**src/rtl/fpu_scoreboard.sv**
```systemverilog
// Register scoreboard for multi-cycle FPU ops: tracks pending destinations,
// flags RAW/WAW hazards in E and counts ops in flight. Optional macro:
// FPU_SCOREBOARD_BYPASS_EN lets a same-cycle writeback release its register.
module fpu_scoreboard #(
  parameter int DEPTH = 4
) (
  input  logic       clk,
  input  logic       rstn,
  input  logic       issue_valid,
  input  logic [5:0] issue_rd,
  input  logic       fpu_op_e,
  input  logic [5:0] Rs1E,
  input  logic [5:0] Rs2E,
  input  logic       rs1_used,
  input  logic       rs2_used,
  input  logic       StallE,
  input  logic       wb_valid,
  input  logic [5:0] wb_rd,
  output logic       operand_invalid1,
  output logic       operand_invalid2,
  output logic       waw_hit,
  output logic       full,
  output logic       use_prev_data1,
  output logic       use_prev_data2,
  output logic [2:0] inflight
);

  localparam logic [2:0] DepthC = 3'(DEPTH);

  logic [63:0] pending_q, pending_d;
  logic [2:0]  inflight_q, inflight_d;
  logic        use_prev1_q, use_prev2_q;
  logic [63:0] pend_view;
  logic        wb_hit, dec, issue_ok;

`ifdef FPU_SCOREBOARD_BYPASS_EN
  // A register being written back this cycle is already readable.
  assign pend_view = wb_valid ? (pending_q & ~(64'd1 << wb_rd)) : pending_q;
`else
  assign pend_view = pending_q;
`endif

  assign operand_invalid1 = rs1_used & (Rs1E != 6'd0) & pend_view[Rs1E];
  assign operand_invalid2 = rs2_used & (Rs2E != 6'd0) & pend_view[Rs2E];
  assign waw_hit          = fpu_op_e & (issue_rd != 6'd0) & pend_view[issue_rd];
  assign full             = (inflight_q == DepthC);
  assign inflight         = inflight_q;
  assign use_prev_data1   = use_prev1_q;
  assign use_prev_data2   = use_prev2_q;

  // x0 writebacks retire an untracked op; writebacks to non-pending
  // registers (e.g. ops lost across a reset) do not count.
  assign wb_hit   = wb_valid & ((wb_rd == 6'd0) | pending_q[wb_rd]);
  assign dec      = wb_hit & (inflight_q != 3'd0);
  assign issue_ok = issue_valid & (~full | dec);

  always_comb begin
    pending_d = pending_q;
    if (wb_valid) pending_d[wb_rd] = 1'b0;
    // Issue is applied after writeback so the new op owns the register.
    if (issue_ok && issue_rd != 6'd0) pending_d[issue_rd] = 1'b1;
    pending_d[0] = 1'b0;
  end

  always_comb begin
    inflight_d = inflight_q;
    case ({issue_ok, dec})
      2'b10:   inflight_d = inflight_q + 3'd1;
      2'b01:   inflight_d = inflight_q - 3'd1;
      default: inflight_d = inflight_q;
    endcase
  end

  always_ff @(posedge clk or negedge rstn) begin
    if (!rstn) begin
      pending_q   <= '0;
      inflight_q  <= '0;
      use_prev1_q <= 1'b0;
      use_prev2_q <= 1'b0;
    end else begin
      pending_q   <= pending_d;
      inflight_q  <= inflight_d;
      use_prev1_q <= ~operand_invalid1 & StallE;
      use_prev2_q <= ~operand_invalid2 & StallE;
    end
  end

  // Upstream must not issue into a full scoreboard unless a slot retires.
  assert property (@(posedge clk) disable iff (!rstn)
                   !(issue_valid && full && !dec))
    else $error("fpu_scoreboard: issue while full dropped");

endmodule

```
**config.mk**
```make
export PLATFORM = sky130hd
export DESIGN_NAME = fpu_scoreboard
export DESIGN_NICKNAME = d
export VERILOG_FILES = /design/src/rtl/fpu_scoreboard.sv
export SDC_FILE = /design/constraint.sdc
export NUM_CORES = 1
export LEC_CHECK = 0
export ABC_AREA = 1
export CORE_MARGIN = 5
export CORE_UTILIZATION = 40
export DETAILED_ROUTE_END_ITERATION = 6
export PLACE_DENSITY_LB_ADDON = 0.12
export SETUP_SLACK_MARGIN = 0.5
export SYNTH_ARGS = -nofsm -noshare
export SYNTH_HDL_FRONTEND = slang
export SYNTH_SLANG_ARGS = --single-unit
```
**constraint.sdc**
```tcl
create_clock -name clk -period 5.2 [get_ports clk]
set_input_delay 1.04 -clock clk [delete_from_list [all_inputs] [get_ports clk]]
set_output_delay 1.04 -clock clk [all_outputs]
set_load 0.02 [all_outputs]
```
==> results.py, run 1 <==
metrics = {
    "critical_path": {
        "worst-endpoint-arrival_ns": 3.41,
        "timing.critical_path.from": "Rs2E[0]",
        "critical_path.slowest_cell": "sky130_fd_sc_hd__clkdlybuf4s50_1",
        "timing.critical_path.mode_cell": "sky130_fd_sc_hd__clkdlybuf4s50_1",
        "critical_path.cell_chain": "clkdlybuf4s50_1 -> buf_4 -> o21ai_0 -> o22ai_1 -> nand2_1 -> nand4_1 -> nand3b_1 -> a21boi_1 -> clkdlybuf4s50_1",
        "reg_to_reg_critical_path_startpoint": "pend_view[42]",
        "critical_path_capture_point_type": "output pin",
        "worst_ep_required_time_ns": 4.16,
        "setup_crit_path_kind": "in -> out",
        "worstPathMaxFanout": 37,
        "cpPeakStageDelay_ns": 0.65,
        "worst-r2r-setup-slack_ns": 2.37,
        "timing.reg2reg.worst_path_depth": 17,
        "startpoint_type": "input pin",
    },
    "timing": {
        "post-route-min-period_ns": 4.45,
        "unrepaired_setup_endpoints_after_global_routing": "no",
        "maxClockFrequency_mhz": 225,
        "actual_slew_at_the_worst_max_slew_pin_ns": 1.19,
        "total_count_of_hold_check_failures_in_the_final_report": 0,
        "fin_worst_skew_ns": 0.0100,
        "fin_setup_tns_ns": 0,
        "finalMaxSlewViolations": 0,
        "max-slew-margin-rel_pct": 20.1,
        "finalCritPeriodShare_pct": 85.5,
        "timing.final.setup_violations": 0,
    },
    "power": {
        "power.ir.vdd_worst_mv": 0.314,
        "totalPowerFinal_uw": 2340,
        "power.density_nw_per_um2": 354,
        "static-leakage-power_uw": 0.00305,
    },
    "global_routing": {
        "gr-total-overflow": 0,
        "globalRouteTotalUtil_pct": 28.3,
        "grt_start_max_net_pins": 63,
        "grt_first_pass_wirelength_um": 36400,
        "grt_pass1_vias": 6062,
        "grt_antenna_before_repair": 0,
    },
    "floorplan": {
        "die-width_um": 131,
        "initial_utilization_pct": 40.3,
        "core-area_sq_um": 14400,
        "i_o_pin_cnt": 41,
        "fp.dieH_um": 131,
        "dieArea_sq_um": 17100,
        "num_rows": 44,
    },
    "cts": {
        "clock_sink_count": 68,
        "cts-hold-fix-buffers": 0,
        "cts_htree_levels": 3,
        "clock_network_latency_to_the_later_pin_of_the_worst_skew_pair_ns": 0.35,
        "path_clk_slew_ns": 0.06,
        "tritoncts.num_buffers": 9,
        "tritoncts": "yes",
        "clk_root_buffer_cell": "sky130_fd_sc_hd__clkbuf_16",
        "clock_tree_buf_depth": 2,
    },
    "finish": {
        "antenna_cells_inserted": 0,
        "share_of_layout_cells_above_drive_strength_1_pct": 5.29,
        "fin_nets": 995,
        "synthToLayoutAreaGrowth_pct": 13.9,
    },
    "placement": {
        "gp_congestion": 0.987,
        "detailed_place_hpwl_um": 17300,
        "port-buffer-count": 40,
    },
    "run_status": {
        "run_status": "complete, no violations",
    },
    "yosys": {
        "syn-instance-count": 943,
        "synth-seq-cells": 68,
        "synth_top_area_cells": "sky130_fd_sc_hd__dfrtp_1, sky130_fd_sc_hd__nand2_1, sky130_fd_sc_hd__o21ai_0",
        "yosys.cell_count.top_type": "sky130_fd_sc_hd__nand2_1",
        "synthesis.area_sq_um": 5820,
        "syn_avg_cell_area_sq_um": 6.17,
        "postSynth.asyncResetShare_pct": 100,
        "count_of_different_cell_masters_after_synthesis": 35,
        "syn_nets": 977,
        "synth_commonest_cells": "sky130_fd_sc_hd__nand2_1, sky130_fd_sc_hd__o21ai_0, sky130_fd_sc_hd__inv_1",
        "synth_sequential_area_ratio_pct": 29.3,
        "synth_largest_area_cell": "sky130_fd_sc_hd__dfrtp_1",
        "synthDominantCellAreaShare_pct": 29.3,
        "ys.warnings.count": 0,
        "ys_dominant_reg_cell": "sky130_fd_sc_hd__dfrtp_1",
        "post_synth_edffs": 0,
    },
    "hold_path": {
        "worstHoldPathType": "reg -> reg",
        "hold_path_depth": 2,
        "timing.hold.worst.start": "pend_view[50]",
    },
    "drt": {
        "antenna_left": 0,
        "post_drt_via_cell_ratio": 5.99,
        "remaining_drc_errors": 0,
        "routed_wl_um": 23800,
        "route.vias.total": 6879,
        "dr.pass1.iters": 5,
        "detail_route.wl_per_cell_um": 20.8,
        "detailedRoute.firstIterationViolations": 922,
    },
    "job": {
        "drv.max_cap_violation_count": 0,
    },
}
-- area by class of cell --
class	instances	area, sq um
Clock buffer	10	239
Clock inverter	4	51.3
Fill cell	1557	7800
Inverter	102	390
Multi-Input combinational cell	717	3440
Sequential cell	68	1700
Tap cell	184	230
Timing Repair Buffer	63	568
-- registers in the layout, indices dropped and copies added (netlist names) --
name	cells
pend_view	63
inflight	3
use_prev_data1	1
use_prev_data2	1
-- routing by layer --
metal / up-vias / wire (um) / global-route usage, %
met5: - / 0 / 0
met1: 3204 / 10800 / 43.7
met2: 378 / 9960 / 39.8
met4: 0 / 720 / 10.0
met3: 55 / 2400 / 4.27
li1: 3242 / - / -
-- metrics by stage --
stage / worst slack (ns) / util [%] / hold slack [ns] / cell area (sq um) / std cells
floorplan: 1.72 / - / 0.473 / 5820 / 943
global placement: 0.431 / 43.7 / 0.492 / 6300 / 1133
detailed placement: 0.436 / 43.7 / 0.500 / 6300 / 1133
CTS: 0.531 / 45.8 / 0.515 / 6600 / 1147
global route: 0.510 / 45.9 / 0.532 / 6620 / 1148
finish: 0.755 / 45.9 / 0.521 / 6620 / 1148
-- critical path: cells and delay by family --
family          cells  cell delay, ns
buf+inv             3            1.47
compound gates      3            0.63
simple gates        3            0.25
-- repair_timing --
item,in CTS,in global routing
endpoints found under the setup margin,1,3
setup buffers,0,1
gates resized for setup,3,4
-- kinds of logic after synthesis --
group,share of synthesized area (%)
and+or+nand+nor,35.5
AOI/OAI and AO/OA,22.6
buffers and inverters,11.8
DFF,29.3
xor gates and xnor gates,0.301
adders and majority gates,0.559
-- power breakdown --
part / internal [uW] / leakage, uW / total, uW / switching (uW)
combinational: 279 / 0.00203 / 828 / 549
sequential: 677 / 0.000877 / 895 / 218
clock: 379 / 0.000140 / 622 / 243
total: 1340 / 0.00305 / 2340 / 1010
-- cell usage in the layout, fill, tap and decap left out, drive strengths merged, types with 2 or more instances in the layout --
cell type      instances
o31ai                 10
clkinvlp               3
nand3                 62
nand2                235
o21ai                126
a22oi                  5
a21oi                 61
dfrtp                 68
nand3b                 2
o2bb2ai                3
a21boi                 2
o22ai                 17
nor2                  95
dlymetal6s2s           2
buf                   25
clkinv                 4
clkbuf                10
nand4                 66
o211ai                10
inv                   98
o2111ai                3
nor3                  14
clkdlybuf4s50         36
-- final timing paths --
kind                               endpoint
max                        operand_invalid2
min                           pend_view[50]
max reg2reg                     inflight[2]
min reg2reg                   pend_view[50]
max in group asynchronous     pend_view[43]
min in group asynchronous       inflight[2]
Power figures use the tool's default switching activity.
==> run 2: changes to the inputs <==
--- a/config.mk
+++ b/config.mk
@@ -5,12 +5,12 @@
 export SDC_FILE = /design/constraint.sdc
 export NUM_CORES = 1
 export LEC_CHECK = 0
-export ABC_AREA = 1
 export CORE_MARGIN = 5
 export CORE_UTILIZATION = 40
 export DETAILED_ROUTE_END_ITERATION = 6
 export PLACE_DENSITY_LB_ADDON = 0.12
 export SETUP_SLACK_MARGIN = 0.5
+export SLEW_MARGIN = 20
 export SYNTH_ARGS = -nofsm -noshare
 export SYNTH_HDL_FRONTEND = slang
 export SYNTH_SLANG_ARGS = --single-unit
==> run 2 against run 1 <==
Against the previous run:
- synthesized cell count decreased by 46%
- sequential power up 2%
- worst setup slack worse by 0.12 ns
- clock power grew 9.8%
- clock skew is 0.0026 ns lower
- first-iteration DRC count is 22% lower
- via count down 27%
- combinational power shrank 5.4%
- largest cell class unchanged
- synthesized area decreased by 12%
- critical path depth shrank 1
- core utilization grew 3.3 points
==> results.py, run 2 <==
metrics = {
    "cts": {
        "tritoncts.num_buffers": 9,
        "clock_network_latency_to_the_later_pin_of_the_worst_skew_pair_ns": 0.34,
        "tritoncts": "yes",
        "clk_root_buffer_cell": "sky130_fd_sc_hd__clkbuf_16",
        "clock_sink_count": 68,
        "path_clk_slew_ns": 0.06,
        "clock_tree_buf_depth": 2,
        "cts_htree_levels": 3,
    },
    "yosys": {
        "ys_dominant_reg_cell": "sky130_fd_sc_hd__dfrtp_1",
        "count_of_different_cell_masters_after_synthesis": 52,
        "postSynth.asyncResetShare_pct": 100,
        "synth_sequential_area_ratio_pct": 33.2,
        "syn_nets": 542,
        "synthesis.area_sq_um": 5130,
        "ys.warnings.count": 0,
        "synth_commonest_cells": "sky130_fd_sc_hd__o21ai_0, sky130_fd_sc_hd__dfrtp_1, sky130_fd_sc_hd__mux4_2",
        "synth_top_area_cells": "sky130_fd_sc_hd__dfrtp_1, sky130_fd_sc_hd__mux4_2, sky130_fd_sc_hd__o21ai_0",
        "synth_largest_area_cell": "sky130_fd_sc_hd__dfrtp_1",
        "post_synth_edffs": 0,
        "synth-seq-cells": 68,
        "synthDominantCellAreaShare_pct": 33.2,
        "yosys.cell_count.top_type": "sky130_fd_sc_hd__o21ai_0",
        "syn-instance-count": 508,
        "syn_avg_cell_area_sq_um": 10.1,
    },
    "global_routing": {
        "grt_start_max_net_pins": 43,
        "grt_antenna_before_repair": 0,
        "gr-total-overflow": 0,
        "grt_first_pass_wirelength_um": 29400,
        "globalRouteTotalUtil_pct": 26.6,
        "grt_pass1_vias": 4755,
    },
    "drt": {
        "antenna_left": 0,
        "route.vias.total": 4993,
        "post_drt_via_cell_ratio": 6.79,
        "dr.pass1.iters": 5,
        "detailedRoute.firstIterationViolations": 720,
        "detail_route.wl_per_cell_um": 26.8,
        "routed_wl_um": 19700,
        "remaining_drc_errors": 0,
    },
    "placement": {
        "gp_congestion": 0.967,
        "cell_total_after_placement": 710,
        "place_ws_ns": 0.128,
        "port-buffer-count": 40,
        "detailed_place_hpwl_um": 13400,
    },
    "timing": {
        "fin_setup_tns_ns": 0,
        "final_critical_path_setup_slack_ns": 0.637,
        "total_count_of_hold_check_failures_in_the_final_report": 0,
        "fin_worst_skew_ns": 0.00737,
        "timing.final.setup_violations": 0,
        "finalMaxSlewViolations": 0,
        "actual_slew_at_the_worst_max_slew_pin_ns": 0.699,
        "unrepaired_setup_endpoints_after_global_routing": "no",
        "hold-worst-slack_ns": 0.532,
        "maxClockFrequency_mhz": 219,
        "finalCritPeriodShare_pct": 87.7,
        "post-route-min-period_ns": 4.56,
        "max-slew-margin-rel_pct": 53.0,
    },
    "floorplan": {
        "i_o_pin_cnt": 41,
        "die-width_um": 123,
        "core-area_sq_um": 12600,
        "initial_utilization_pct": 40.6,
        "dieArea_sq_um": 15200,
        "fp.dieH_um": 123,
        "num_rows": 41,
    },
    "finish": {
        "share_of_layout_cells_above_drive_strength_1_pct": 21.8,
        "final.fill_count": 1198,
        "instances_no_fill": 735,
        "post-route-util_pct": 49.2,
        "top_library_cells_by_usage_in_the_layout_fill_and_taps_aside": "sky130_fd_sc_hd__o21ai_0, sky130_fd_sc_hd__dfrtp_1, sky130_fd_sc_hd__mux4_2, sky130_fd_sc_hd__nand2_1, sky130_fd_sc_hd__clkdlybuf4s50_1",
        "fin_nets": 592,
        "largest_reg_flops": 63,
        "layout.cells.most_common": "sky130_fd_sc_hd__o21ai_0",
        "synthToLayoutAreaGrowth_pct": 21.2,
        "antenna_cells_inserted": 0,
    },
    "critical_path": {
        "worst_ep_required_time_ns": 4.16,
        "worstPathMaxFanout": 13,
        "critical_path_capture_point_type": "output pin",
        "worst-endpoint-arrival_ns": 3.52,
        "worst-r2r-setup-slack_ns": 1.80,
        "startpoint_type": "input pin",
        "setup_crit_path_kind": "in -> out",
    },
    "run_status": {
        "run_status": "complete, no violations",
    },
    "power": {
        "static-leakage-power_uw": 0.00235,
        "power.ir.vdd_worst_mv": 0.173,
        "power.density_nw_per_um2": 383,
    },
    "job": {
        "drv.max_cap_violation_count": 0,
    },
    "hold_path": {
        "worstHoldPathType": "reg -> reg",
    },
}
run 2: changes by cell type in the layout (fill, tap and decap cells not counted), moves of 10 or more:
cell	change
sky130_fd_sc_hd__nand2_1	-196
sky130_fd_sc_hd__nor3_1	-10
sky130_fd_sc_hd__inv_1	-91
sky130_fd_sc_hd__nand3_1	-42
sky130_fd_sc_hd__mux4_2	+49
sky130_fd_sc_hd__nand4_1	-64
sky130_fd_sc_hd__a21oi_1	-50
sky130_fd_sc_hd__nor2b_1	+14
sky130_fd_sc_hd__mux2i_1	+25
sky130_fd_sc_hd__o21ai_0	+12
sky130_fd_sc_hd__nor2_1	-74
run 2: logic make-up (layout without fill, tap and decap cells):
family	count (synthesis)	count (layout)	synth area share, %
AOI/OAI and AO/OA	198	198	22.4
xor gates and xnor gates	3	3	0.513
adders and majority gates	2	2	0.634
buffers and inverters	37	92	3.27
DFF	68	68	33.2
muxes	83	83	28.4
and+or+nand+nor	117	117	11.6
run 2: final timing paths:
check                         startpoint          endpoint  depth (start not counted)
setup / recovery                 Rs1E[0]  operand_invalid1                          8
hold / removal               inflight[2]       inflight[2]                          1
setup reg to reg           pend_view[33]       inflight[2]                         13
hold reg to reg              inflight[2]       inflight[2]                          1
max in group asynchronous           rstn     pend_view[27]                          2
min in group asynchronous           rstn     pend_view[33]                          1
run 2: through the flow:
step	total power, uW	cell area, sq um
3_5_place_dp	1670	5800
2_1_floorplan	1360	5130
4_1_cts	2350	6120
3_3_place_gp	1660	5800
5_1_grt	2490	6210
6_report	2380	6210
run 2: cell type report:
cell class                      instances  area [sq um]  share of cell area [%]
Timing Repair Buffer                   70           681                    11.0
Tap cell                              172           215                    3.46
Sequential cell                        68          1700                    27.4
Clock inverter                          6          87.6                    1.41
Inverter                                6          22.5                   0.363
Clock buffer                           10           239                    3.85
Multi-Input combinational cell        403          3270                    52.6
run 2: worst max-delay path, cell delays in order:
cell                              delay (ns)
sky130_fd_sc_hd__clkdlybuf4s50_1        0.51
sky130_fd_sc_hd__buf_12                 0.17
sky130_fd_sc_hd__mux4_2                 0.54
sky130_fd_sc_hd__mux4_2                 0.48
sky130_fd_sc_hd__nor2b_1                0.15
sky130_fd_sc_hd__a211oi_1               0.21
sky130_fd_sc_hd__a211oi_1               0.08
sky130_fd_sc_hd__dlygate4sd2_1          0.33
run 2: repair_timing:
item,CTS,global route
pin swaps,0,0
setup buffers,0,8
gates cloned,0,1
setup endpoints to repair,3,2
resized for setup,5,5
hold buffers,0,0
run 2: power by group:
part           switching [uW]  internal, uW
Sequential                231           681
Clock                     251           432
Combinational             367           417
run 2: layer usage:
| layer | routed length [um] | global-route usage (%) | vias to the layer above |
|---|---|---|---|
| met2 | 8640 | 39.0 | 370 |
| met3 | 2100 | 4.76 | 77 |
| met1 | 7770 | 37.6 | 2457 |
| li1 | - | - | 2089 |
| met4 | 1170 | 13.8 | 0 |
| met5 | 0 | 0 | - |
==> run 3: changes to the inputs <==
--- a/config.mk
+++ b/config.mk
@@ -8,9 +8,8 @@
 export CORE_MARGIN = 5
 export CORE_UTILIZATION = 40
 export DETAILED_ROUTE_END_ITERATION = 6
-export PLACE_DENSITY_LB_ADDON = 0.12
+export PLACE_DENSITY = 0.68
 export SETUP_SLACK_MARGIN = 0.5
-export SLEW_MARGIN = 20
 export SYNTH_ARGS = -nofsm -noshare
 export SYNTH_HDL_FRONTEND = slang
 export SYNTH_SLANG_ARGS = --single-unit
==> run 3 against run 2 <==
Against the previous run:
- largest cell class unchanged
- maximum frequency about the same
- highest routed layer unchanged
- critical path type unchanged
- sequential share of layout area decreased by 0.083 points
- count of clock-buffer cells in the layout is 2 higher
- final area is 0.30% higher
- routed wire length shrank 5.1%
- critical endpoint unchanged
==> results.py, run 3 (synthesis gave the netlist of run 2 again) <==
metrics = {
    "critical_path": {
        "worst-endpoint-arrival_ns": 3.52,
        "reg_to_reg_critical_path_startpoint": "pend_view[9]",
        "setup_crit_path_kind": "in -> out",
        "worst_ep_required_time_ns": 4.16,
        "critical_path.cell_chain": "clkdlybuf4s50_1 -> buf_12 -> buf_12 -> mux4_2 -> mux4_2 -> o21ai_0 -> a211oi_1 -> dlygate4sd2_1",
        "critical_path_capture_point_type": "output pin",
        "startpoint_type": "input pin",
        "timing.critical_path.from": "Rs1E[0]",
        "worstPathMaxFanout": 10,
        "cpPeakStageDelay_ns": 0.54,
        "worst-path-buf-inv": 4,
        "worst_path_dominant_cell_family": "buffers and inverters",
        "critical_path.slowest_cell": "sky130_fd_sc_hd__mux4_2",
    },
    "floorplan": {
        "dieArea_sq_um": 15200,
        "core-area_sq_um": 12600,
        "initial_utilization_pct": 40.6,
        "fp.dieH_um": 123,
        "num_rows": 41,
        "die-width_um": 123,
        "i_o_pin_cnt": 41,
    },
    "drt": {
        "route.vias.total": 4994,
        "routed_wl_um": 18700,
        "antenna_left": 0,
        "remaining_drc_errors": 0,
        "dr.pass1.iters": 5,
        "detail_route.wl_per_cell_um": 25.3,
        "post_drt_via_cell_ratio": 6.78,
        "detailedRoute.firstIterationViolations": 687,
    },
    "timing": {
        "finalCritPeriodShare_pct": 87.7,
        "unrepaired_setup_endpoints_after_global_routing": "no",
        "fin_worst_skew_ns": 0.0109,
        "post-route-min-period_ns": 4.56,
        "finalMaxSlewViolations": 0,
        "fin_setup_tns_ns": 0,
        "total_count_of_hold_check_failures_in_the_final_report": 0,
        "final_critical_path_setup_slack_ns": 0.638,
        "actual_slew_at_the_worst_max_slew_pin_ns": 0.991,
        "maxClockFrequency_mhz": 219,
        "timing.final.setup_violations": 0,
        "max-slew-margin-rel_pct": 33.9,
    },
    "cts": {
        "clock_tree_buf_depth": 2,
        "clk_root_buffer_cell": "sky130_fd_sc_hd__clkbuf_16",
        "clock_network_latency_to_the_later_pin_of_the_worst_skew_pair_ns": 0.34,
        "path_clk_slew_ns": 0.06,
        "tritoncts.num_buffers": 9,
        "cts_htree_levels": 3,
        "tritoncts": "yes",
        "clock_sink_count": 68,
    },
    "power": {
        "totalPowerFinal_uw": 2330,
        "power.density_nw_per_um2": 374,
        "static-leakage-power_uw": 0.00238,
        "power.ir.vdd_worst_mv": 0.182,
    },
    "finish": {
        "fin_nets": 593,
        "post-route-util_pct": 49.4,
        "top_library_cells_by_usage_in_the_layout_fill_and_taps_aside": "sky130_fd_sc_hd__o21ai_0, sky130_fd_sc_hd__dfrtp_1, sky130_fd_sc_hd__mux4_2, sky130_fd_sc_hd__nand2_1, sky130_fd_sc_hd__clkdlybuf4s50_1",
        "layout.cells.most_common": "sky130_fd_sc_hd__o21ai_0",
        "largest_reg_flops": 63,
        "synthToLayoutAreaGrowth_pct": 21.5,
        "share_of_layout_cells_above_drive_strength_1_pct": 21.5,
    },
    "global_routing": {
        "grt_pass1_vias": 4739,
        "grt_antenna_before_repair": 0,
        "gr-total-overflow": 0,
        "globalRouteTotalUtil_pct": 24.8,
        "grt_start_max_net_pins": 45,
        "grt_first_pass_wirelength_um": 27800,
    },
    "hold_path": {
        "timing.hold.worst.start": "inflight[2]",
        "worstHoldPathType": "reg -> reg",
    },
    "placement": {
        "detailed_place_hpwl_um": 12900,
        "place_ws_ns": 0.277,
        "port-buffer-count": 40,
        "gp_congestion": 0.979,
    },
    "job": {
        "drv.max_cap_violation_count": 0,
    },
    "run_status": {
        "run_status": "complete, no violations",
    },
}
[run 3: timing repair]
action,in CTS,in global routing
gates resized for setup,5,3
hold buffers,0,0
gates cloned,0,2
buffers inserted,0,8
setup endpoints to repair,3,3
endpoints found under the hold margin,0,0
[run 3: layer usage]
layer	part of all wire [%]	routed length, um	track usage [%]	up-vias
met4	5.0	941	11.0	0
met3	14	2540	8.46	73
met5	0	0	0	-
li1	-	-	-	2090
met2	45	8320	37.9	411
met1	37	6890	32.2	2420
[run 3: layout make-up]
type                            count  area [sq um]
Fill cell                        1200          6390
Multi-Input combinational cell    403          3260
Sequential cell                    68          1700
Timing Repair Buffer               71           727
Clock buffer                       12           256
Tap cell                          172           215
Clock inverter                      4          47.5
Inverter                            6          22.5
Antenna cell                        1          2.50
[run 3: report_power, final]
part / total (uW) / internal, uW / switching, uW
clock network: 632 / 396 / 236
logic: 792 / 419 / 372
registers: 904 / 682 / 222
total: 2330 / 1500 / 831
[run 3: metrics by stage]
stage / std cells / hold WS [ns] / area, sq um
6_report: 737 / 0.514 / 6230
4_1_cts: 726 / 0.519 / 6100
5_1_grt: 736 / 0.536 / 6230
3_3_place_gp: 710 / 0.512 / 5800
3_5_place_dp: 710 / 0.503 / 5800
2_1_floorplan: 508 / 0.520 / 5130
[run 3: path summary, 6_finish.rpt]
kind / endpoint / slack [ns] / cells after the start
hold reg to reg: inflight[2] / 0.51 / 1
setup / recovery: operand_invalid1 / 0.64 / 8
setup reg to reg: inflight[2] / 1.77 / 13
hold / removal: inflight[2] / 0.51 / 1
max in group asynchronous: pend_view[44] / 3.44 / 2
min in group asynchronous: use_prev_data1 / 0.86 / 1
